### config.mk
export PLATFORM = sky130hd
export DESIGN_NAME = paddle_conditioner
export DESIGN_NICKNAME = d
export VERILOG_FILES = /design/src/rtl/pong_pkg.sv /design/src/rtl/paddle_ema.sv /design/src/rtl/paddle_conditioner.sv
export SDC_FILE = /design/constraint.sdc
export NUM_CORES = 1
export LEC_CHECK = 0
export CORE_MARGIN = 2
export CORE_UTILIZATION = 40
export DETAILED_ROUTE_END_ITERATION = 6
export PLACE_DENSITY_LB_ADDON = 0.12
export SLEW_MARGIN = 20
export SYNTH_ARGS = -nofsm -noshare
export SYNTH_HDL_FRONTEND = slang
export SYNTH_SLANG_ARGS = --single-unit
### constraint.sdc
create_clock -name clk_sys -period 4.71 [get_ports clk_sys]
set_clock_uncertainty 0.1 [all_clocks]
set_input_delay 0.942 -clock clk_sys [delete_from_list [all_inputs] [get_ports clk_sys]]
set_output_delay 0.942 -clock clk_sys [all_outputs]
set_load 0.1 [all_outputs]
### src/rtl/pong_pkg.sv
// Shared definitions for the pong core: control-source encoding and the
// paddle idle position, plus the raw source selection used by the paddle path.
package pong_pkg;

    typedef enum logic [1:0] {
        PM_Y      = 2'd0,
        PM_X      = 2'd1,
        PM_INVX   = 2'd2,
        PM_PADDLE = 2'd3
    } paddle_mode_e;

    localparam logic [7:0] PADDLE_CENTER = 8'h80;

    // Signed stick axes are re-biased to unsigned by flipping the sign bit;
    // XOR with 7F both re-biases and mirrors the X axis.
    function automatic logic [7:0] raw_select(
        input paddle_mode_e mode,
        input logic [15:0]  analog,
        input logic [7:0]   paddle
    );
        logic [7:0] r;
        case (mode)
            PM_Y:    r = analog[15:8] + 8'h80;
            PM_X:    r = analog[7:0] + 8'h80;
            PM_INVX: r = analog[7:0] ^ 8'h7F;
            default: r = paddle;
        endcase
        return r;
    endfunction

endpackage

### src/rtl/paddle_ema.sv
// Rate-limited exponential smoother: acc tracks raw scaled by 2^SHIFT and
// moves 1/2^SHIFT of the error per strobe; snap reloads it instantly.
module paddle_ema #(
    parameter int         SHIFT  = 2,
    parameter logic [7:0] CENTER = 8'h80
) (
    input  logic       clk_sys,
    input  logic       reset,
    input  logic       strobe,
    input  logic       snap,
    input  logic [7:0] raw,
    output logic [7:0] filt
);

    localparam int W = 8 + SHIFT;
    localparam logic [W-1:0] ACC_RST = W'(CENTER) << SHIFT;

    logic [W-1:0] acc_reg;
    logic [W-1:0] acc_next;
    logic [W-1:0] upd;

    // The intermediate acc+raw may wrap, but the final value is bounded by
    // 255<<SHIFT, so modulo-2^W arithmetic yields the exact result.
    assign upd = acc_reg + W'(raw) - (acc_reg >> SHIFT);

    always_comb begin
        acc_next = acc_reg;
        if (snap)
            acc_next = W'(raw) << SHIFT;
        else if (strobe)
            acc_next = upd;
    end

    always_ff @(posedge clk_sys or posedge reset) begin
        if (reset)
            acc_reg <= ACC_RST;
        else
            acc_reg <= acc_next;
    end

    assign filt = acc_reg[W-1:SHIFT];

endmodule

### src/rtl/paddle_conditioner.sv
// Per-player paddle path: source select, ~1 kHz smoothing, and a frame latch
// so the paddle position only changes at the start of vertical blank.
module paddle_conditioner
    import pong_pkg::*;
#(
    parameter int         SHIFT  = 2,
    parameter int         DIV    = 7159,
    parameter logic [7:0] CENTER = PADDLE_CENTER
) (
    input  logic         clk_sys,
    input  logic         reset,
    input  paddle_mode_e mode,
    input  logic [15:0]  analog,
    input  logic [7:0]   paddle,
    input  logic         vblank,
    output logic [7:0]   vpos,
    output logic         frame_tick
);

    localparam int CW = (DIV > 1) ? $clog2(DIV) : 1;
    localparam logic [CW-1:0] CNT_MAX = CW'(DIV - 1);

    logic [7:0]    raw_reg;
    paddle_mode_e  mode_reg;
    logic          snap_reg;
    logic [CW-1:0] cnt_reg;
    logic [CW-1:0] cnt_next;
    logic          vb_d_reg;
    logic          strobe;
    logic          vb_rise;
    logic [7:0]    filt;

    assign strobe   = (cnt_reg == CNT_MAX);
    assign cnt_next = strobe ? '0 : cnt_reg + 1'b1;
    assign vb_rise  = vblank & ~vb_d_reg;

    always_ff @(posedge clk_sys or posedge reset) begin
        if (reset) begin
            raw_reg    <= CENTER;
            mode_reg   <= PM_Y;
            snap_reg   <= 1'b0;
            cnt_reg    <= '0;
            vb_d_reg   <= 1'b0;
            vpos       <= CENTER;
            frame_tick <= 1'b0;
        end else begin
            raw_reg    <= raw_select(mode, analog, paddle);
            mode_reg   <= mode;
            // A source switch jumps straight to the new source instead of
            // slewing across the screen.
            snap_reg   <= (mode != mode_reg);
            cnt_reg    <= cnt_next;
            vb_d_reg   <= vblank;
            frame_tick <= vb_rise;
            if (vb_rise)
                vpos <= filt;
        end
    end

    paddle_ema #(
        .SHIFT  (SHIFT),
        .CENTER (CENTER)
    ) u_ema (
        .clk_sys (clk_sys),
        .reset   (reset),
        .strobe  (strobe),
        .snap    (snap_reg),
        .raw     (raw_reg),
        .filt    (filt)
    );

endmodule

==> results of run 1 <==
==> power by group <==
group          switching (mW)  internal [mW]
Sequential             0.0290          0.416
Combinational           0.316          0.195
Clock                   0.139          0.160
==> layer usage <==
| metal | up-vias | GRT usage |
|---|---|---|
| met3 | 6 | 0.0447 |
| met2 | 54 | 0.241 |
| met4 | 0 | 0.0447 |
| met1 | 926 | 0.208 |
| li1 | 1016 | - |
| met5 | - | 0 |
==> logic make-up (layout without fill, tap and decap cells) <==
| family | after synthesis | after routing |
|---|---|---|
| simple gates | 84 | 84 |
| mux | 19 | 19 |
| xor+xnor | 15 | 15 |
| flops | 44 | 44 |
| buf+inv | 56 | 90 |
| fa+ha+maj | 20 | 20 |
| compound gates | 52 | 52 |
==> layout by cell type (no fill, tap or decap), types with 4 or more instances in the layout <==
master,synthesis,final
inv_1,44,43
nand3_1,6,6
o21ai_0,17,17
a21oi_1,22,22
nor2_1,30,30
clkdlybuf4s50_1,0,37
xnor2_1,8,8
dfrtp_1,41,41
mux2i_1,18,18
fa_1,8,8
ha_1,12,12
clkbuf_8,0,5
nand2_1,27,27
xor2_1,7,7
and3_1,4,4
==> per-stage QoR <==
| stage | hold slack (ps) | cell area (µm²) | std cells | util |
|---|---|---|---|---|
| 4_1_cts | 390 | 3180 | 401 | 0.499 |
| 3_5_place_dp | 369 | 3070 | 393 | 0.481 |
| 3_3_place_gp | 358 | 3070 | 393 | 0.481 |
| 6_report | 380 | 3180 | 401 | 0.499 |
| 5_1_grt | 404 | 3180 | 401 | 0.499 |
| 2_1_floorplan | 349 | 2650 | 290 | - |
==> worst max-delay path by stage <==
stage	from	endpoint	depth (start not counted)
2_1_floorplan	raw_reg[1]	u_ema.acc_reg[8]	10
3_3_place_gp	mode[1]	raw_reg[1]	4
3_5_place_dp	mode[1]	raw_reg[1]	4
4_1_cts	vpos[7]	vpos[7]	1
5_1_grt	vpos[7]	vpos[7]	1
6_report	vpos[7]	vpos[7]	1
==> final cells by class <==
| cell class | count | area (µm²) |
|---|---|---|
| Fill cell | 612 | 3200 |
| Multi-Input combinational cell | 190 | 1330 |
| Sequential cell | 44 | 1100 |
| Timing Repair Buffer | 38 | 378 |
| Inverter | 44 | 165 |
| Tap cell | 77 | 96.3 |
| Clock buffer | 5 | 68.8 |
| Clock inverter | 3 | 46.3 |
==> flow_metrics.env, run 1 <==
export IMPL_max_stage_delay_ps=1120
export IMPL_hold_viol=0
export IMPL_dr_total_vias=2002
export IMPL_min_delay_start="vpos[5]"
export IMPL_met2_length_um=2180
export IMPL_pwr_density_cell_mw_per_mm2=394
export IMPL_hold_buffers=0
export IMPL_timing_fmax_mhz=333
export IMPL_clk_pin_slew_worst_paths_ps=90
export IMPL_grt_pass1_wl_um=8970
export IMPL_htreeDepth=2
export IMPL_grt_overflow=0
export IMPL_cp_data_arrival_time_ps=1960
export IMPL_fin_nets=372
export IMPL_core_area_mm2=0.00639
export IMPL_status="completed"
export IMPL_yosysTopAreaCell="dfrtp_1"
export IMPL_crit_fanout=2
export IMPL_io_buffers=37
export IMPL_syn_to_final_growth_pct=20.4
export IMPL_antenna_left=0
export IMPL_rr_worst_depth=10
export IMPL_met3WireLength_um=346
export IMPL_setup_viol=0
export IMPL_crit_path_top_delay_cell="clkdlybuf4s50_1"
export IMPL_ys_ff_latch=44
export IMPL_gp_congestion=0.777
export IMPL_rr_startpoint="raw_reg[1]"
export IMPL_syn_nets=339
export IMPL_largest_reg_flops=13
export IMPL_worst_pin_slew_ps=961
export IMPL_cts_setup_buffers=0
export IMPL_synthDistinctLibCells=39
export IMPL_rsz0062_at_grt="false"
export IMPL_synthTopCellsByArea="dfrtp_1 39%, mux2i_1 6.8%, inv_1 6.2%"
export IMPL_reg2reg_slack_ps=2040
export IMPL_setup_ws_ps=1710
export IMPL_synth_top_family_by_area="simple AND/OR/NAND/NOR gates"
export IMPL_timing_max_slew_rel_slack=0.358
export IMPL_dp_hpwl_um=3600
export IMPL_routedWlPerCell_um=12.2
export IMPL_crit_path_end_kind="output port"
export IMPL_max_cap_viol_count=0
export IMPL_grt_pass1_vias=1992
export IMPL_cts_root_buf="clkbuf_8"
export IMPL_io_pin_count=38
export IMPL_cpLargestDelayFamily="buffers and inverters"
export IMPL_worstPathCellList="clkdlybuf4s50_1"
export IMPL_ir_drop_mv=0.279
export IMPL_synth_edf_count=0
export IMPL_yosysMostFrequentCell="inv_1"
export IMPL_cts_tree="done"
export IMPL_grt_usage=0.154
export IMPL_top_layer="met4"
export IMPL_ctsLongestPathBuffers=2
export IMPL_die_h_um=85.3
export IMPL_start_util=0.414
export IMPL_min_to="vpos[5]"
export IMPL_finalSetupTns_ps=0
export IMPL_antenna_found_initial=0
export IMPL_synth_seq_area_share=0.418
export IMPL_synthTopCellsByCount="44 x inv_1, 41 x dfrtp_1, 30 x nor2_1"
export IMPL_synth_area_mux_share=0.0724
export IMPL_vias_per_cell=4.99
export IMPL_synth_compound_area_frac=0.113
export IMPL_async_flop_share=1.00
export IMPL_layout_drive_gt1_share=0.0463
export IMPL_synthXorXnorAreaFrac=0.0497
export IMPL_synth_simple_area_share=0.149
export IMPL_cts_buffers=5
export IMPL_synth_main_ff_cell="dfrtp_1"
export IMPL_min_path_cells=2
export IMPL_start_kind="register"
export IMPL_m1WireLength_um=2320
export IMPL_clk_latency_ps=310
export IMPL_drtIter0Drc=105
export IMPL_grt_max_degree=45
export IMPL_regToRegEndpoint="u_ema.acc_reg[8]"
export IMPL_cts_repair_resized=0
export IMPL_finalMaxSlewViolations=0
export IMPL_required_ps=3670
export IMPL_yosys_warnings=0
export IMPL_syn_avg_cell_area_um2=9.12
export IMPL_leakagePower_nw=1.50
export IMPL_synth_fa_ha_area_frac=0.117
export IMPL_path_class="register to output port"
export IMPL_crit_buf_inv=1
export IMPL_clock_sinks=44
export IMPL_power_mw=1.25
export IMPL_period_minus_slack_ps=3000
export IMPL_netlist_area_leader_share=0.388
export IMPL_firstDrtPassIters=4
export IMPL_min_path_type="register to register"
export IMPL_die_area_mm2=0.00728
export IMPL_diodes=0
export IMPL_finalWirelength_um=4880
export IMPL_num_rows=29
export IMPL_syn_cell_area_mm2=0.00265
export IMPL_fin_crit_sh=0.637
export IMPL_route_detailed_drc=0
export IMPL_die_width_um=85.3
export IMPL_pre_cts_ws_ps=1940
export IMPL_syn_instance_count=290
Note: power is estimated with default switching activity, not from simulation.
==> inputs of run 2 (changes only) <==
==> constraint.sdc (replaced) <==
create_clock -name clk_sys -period 2.5 [get_ports clk_sys]
set_clock_uncertainty 0.1 [all_clocks]
set_input_delay 0.5 -clock clk_sys [delete_from_list [all_inputs] [get_ports clk_sys]]
set_output_delay 0.5 -clock clk_sys [all_outputs]
set_load 0.1 [all_outputs]
==> flow_metrics.env, run 2 (synthesized netlist as in run 1, its figures left out) <==
export IMPL_dpl_cell_area_mm2=0.00311
export IMPL_required_ps=2590
export IMPL_crit_fanout=2
export IMPL_timing_fmax_mhz=405
export IMPL_largest_reg_flops=13
export IMPL_num_rows=29
export IMPL_vias_per_cell=4.78
export IMPL_hold_viol=0
export IMPL_cellInternalPower_mw=1.47
export IMPL_drtIter0Drc=79
export IMPL_max_stage_delay_ps=540
export IMPL_power_share_switching=0.395
export IMPL_firstDrtPassIters=4
export IMPL_period_minus_slack_ps=2470
export IMPL_max_cap_viol_count=0
export IMPL_layout_drive_gt1_share=0.136
export IMPL_grt_usage=0.150
export IMPL_finish_instance_area_mm2=0.00327
export IMPL_multi_input_area_mm2=0.00140
export IMPL_finalNonFillerCells=409
export IMPL_fin_crit_sh=0.988
export IMPL_diodes=0
export IMPL_io_pin_count=38
export IMPL_syn_to_final_growth_pct=23.7
export IMPL_grt_pass1_wl_um=8630
export IMPL_die_area_mm2=0.00728
export IMPL_core_area_mm2=0.00639
export IMPL_leakagePower_nw=1.55
export IMPL_worstPathCellList="inv_2 > fa_1 > inv_2 > fa_2 > a21o_1 > a21oi_2 > nand2b_4 > a31oi_2 > mux2i_1 > a221o_1"
export IMPL_antenna_found_initial=0
export IMPL_dr_total_vias=1957
export IMPL_cp_data_arrival_time_ps=2560
export IMPL_die_h_um=85.3
export IMPL_finalWirelength_um=4980
export IMPL_timing_max_slew_rel_slack=0.494
export IMPL_crit_path_end_kind="register"
export IMPL_io_buffers=37
export IMPL_comb_power_share=0.472
export IMPL_cts_root_buf="clkbuf_8"
export IMPL_clk_latency_ps=300
export IMPL_cts_buffers=5
export IMPL_p_seq_frac=0.347
export IMPL_final_cell_mix="41 x inv_1, 41 x dfrtp_1, 30 x nor2_1"
export IMPL_fin_nets=380
export IMPL_clock_sinks=44
export IMPL_path_class="register to register"
export IMPL_whs_ps=379
export IMPL_n_fill_cell=642
export IMPL_ctsLongestPathBuffers=2
export IMPL_antenna_left=0
export IMPL_power_switching_mw=0.956
export IMPL_ir_drop_mv=0.544
export IMPL_route_detailed_drc=0
export IMPL_dp_hpwl_um=3760
export IMPL_start_kind="register"
export IMPL_grt_max_degree=45
export IMPL_dp_cells=400
export IMPL_htreeDepth=2
export IMPL_grt_overflow=0
export IMPL_setup_viol=0
export IMPL_finalMaxSlewViolations=0
export IMPL_p_clk_frac=0.181
export IMPL_status="completed"
export IMPL_min_path_type="register to register"
export IMPL_clk_pin_slew_worst_paths_ps=80
export IMPL_die_width_um=85.3
export IMPL_grt_pass1_vias=1846
export IMPL_hold_buffers=0
export IMPL_crit_path_top_delay_cell="fa_1"
export IMPL_cpMostUsedCell="inv_2"
export IMPL_power_mw=2.42
export IMPL_routedWlPerCell_um=12.2
export IMPL_worst_pin_slew_ps=759
export IMPL_rsz0062_at_grt="true"
export IMPL_register_area_mm2=0.00110
export IMPL_start_util=0.414
export IMPL_gp_congestion=0.808
export IMPL_pwr_density_cell_mw_per_mm2=741
export IMPL_cts_tree="done"
## run 2: cell count changes in the layout (fill, tap and decap cells not counted), moves of 2 or more
cell and change:
buf_4 +17, clkdlybuf4s50_1 -9, a21oi_1 -4, a21oi_2 +4, ha_1 -4, ha_4 +3, o21ai_0 -3, o21ai_1 +3
clkbuf_1 +2, inv_1 -2, inv_2 +2
## run 2: repair_timing
action | in CTS | in global routing
setup endpoints to repair | 3 | 6
buffers inserted | 0 | 1
pin swaps | 2 | 4
gates resized for setup | 6 | 10
## run 2: area by class of cell
class / count / share of cell area
repair buffers: 46 / 0.127
multi-input cells: 190 / 0.429
inverters: 44 / 0.0505
clock buffers: 7 / 0.0233
flip-flops and latches: 44 / 0.338
well taps: 77 / 0.0295
clock inverters: 1 / 0.00268
## run 2: final timing paths
path	from	end	slack, ps	cells past startpoint
worst max register to register	raw_reg[1]	u_ema.acc_reg[8]	30	10
min in group asynchronous	reset	mode_reg[0]	550	3
worst min register to register	mode_reg[1]	snap_reg	380	2
max in group asynchronous	reset	vpos[2]	1360	3
worst max-delay path	raw_reg[1]	u_ema.acc_reg[8]	30	10
worst min-delay path	mode_reg[1]	snap_reg	380	2
## run 2: power groups by stage
stage	Combinational (mW)	Sequential [mW]	Clock, mW
after floorplan	0.563	1.04	0
after global placement	0.996	0.853	0
after detailed placement	1.00	0.856	0
after CTS	1.08	0.842	0.461
after global routing	1.26	0.852	0.491
final	1.14	0.841	0.439
## run 2: worst max-delay path: cells and delay by family (launching register included)
kind                     cells  cell delay, ps
flip-flops                   1             340
AO/OA/AOI/OAI                4             670
AND/OR/NAND/NOR              1             150
multiplexers                 1             130
adder cells (fa/ha/maj)      2             880
buffers and inverters        2              90
## run 2: per-layer routing
| metal | vias up | global-route usage | share of wire |
|---|---|---|---|
| li1 | 1029 | - | - |
| met1 | 867 | 0.213 | 0.50 |
| met2 | 54 | 0.227 | 0.43 |
| met3 | 7 | 0.0360 | 0.058 |
| met4 | 0 | 0.0476 | 0.013 |
| met5 | - | 0 | 0 |
## run 2: through the flow
stage	setup TNS, ps	utilization	setup slack, ps
final	0	0.512	28.9
after global routing	-168	0.512	-70.3
after CTS	0	0.506	10.6
after detailed placement	-81.8	0.486	-59.5
after global placement	-30.2	0.486	-30.2
after floorplan	0	-	29.9
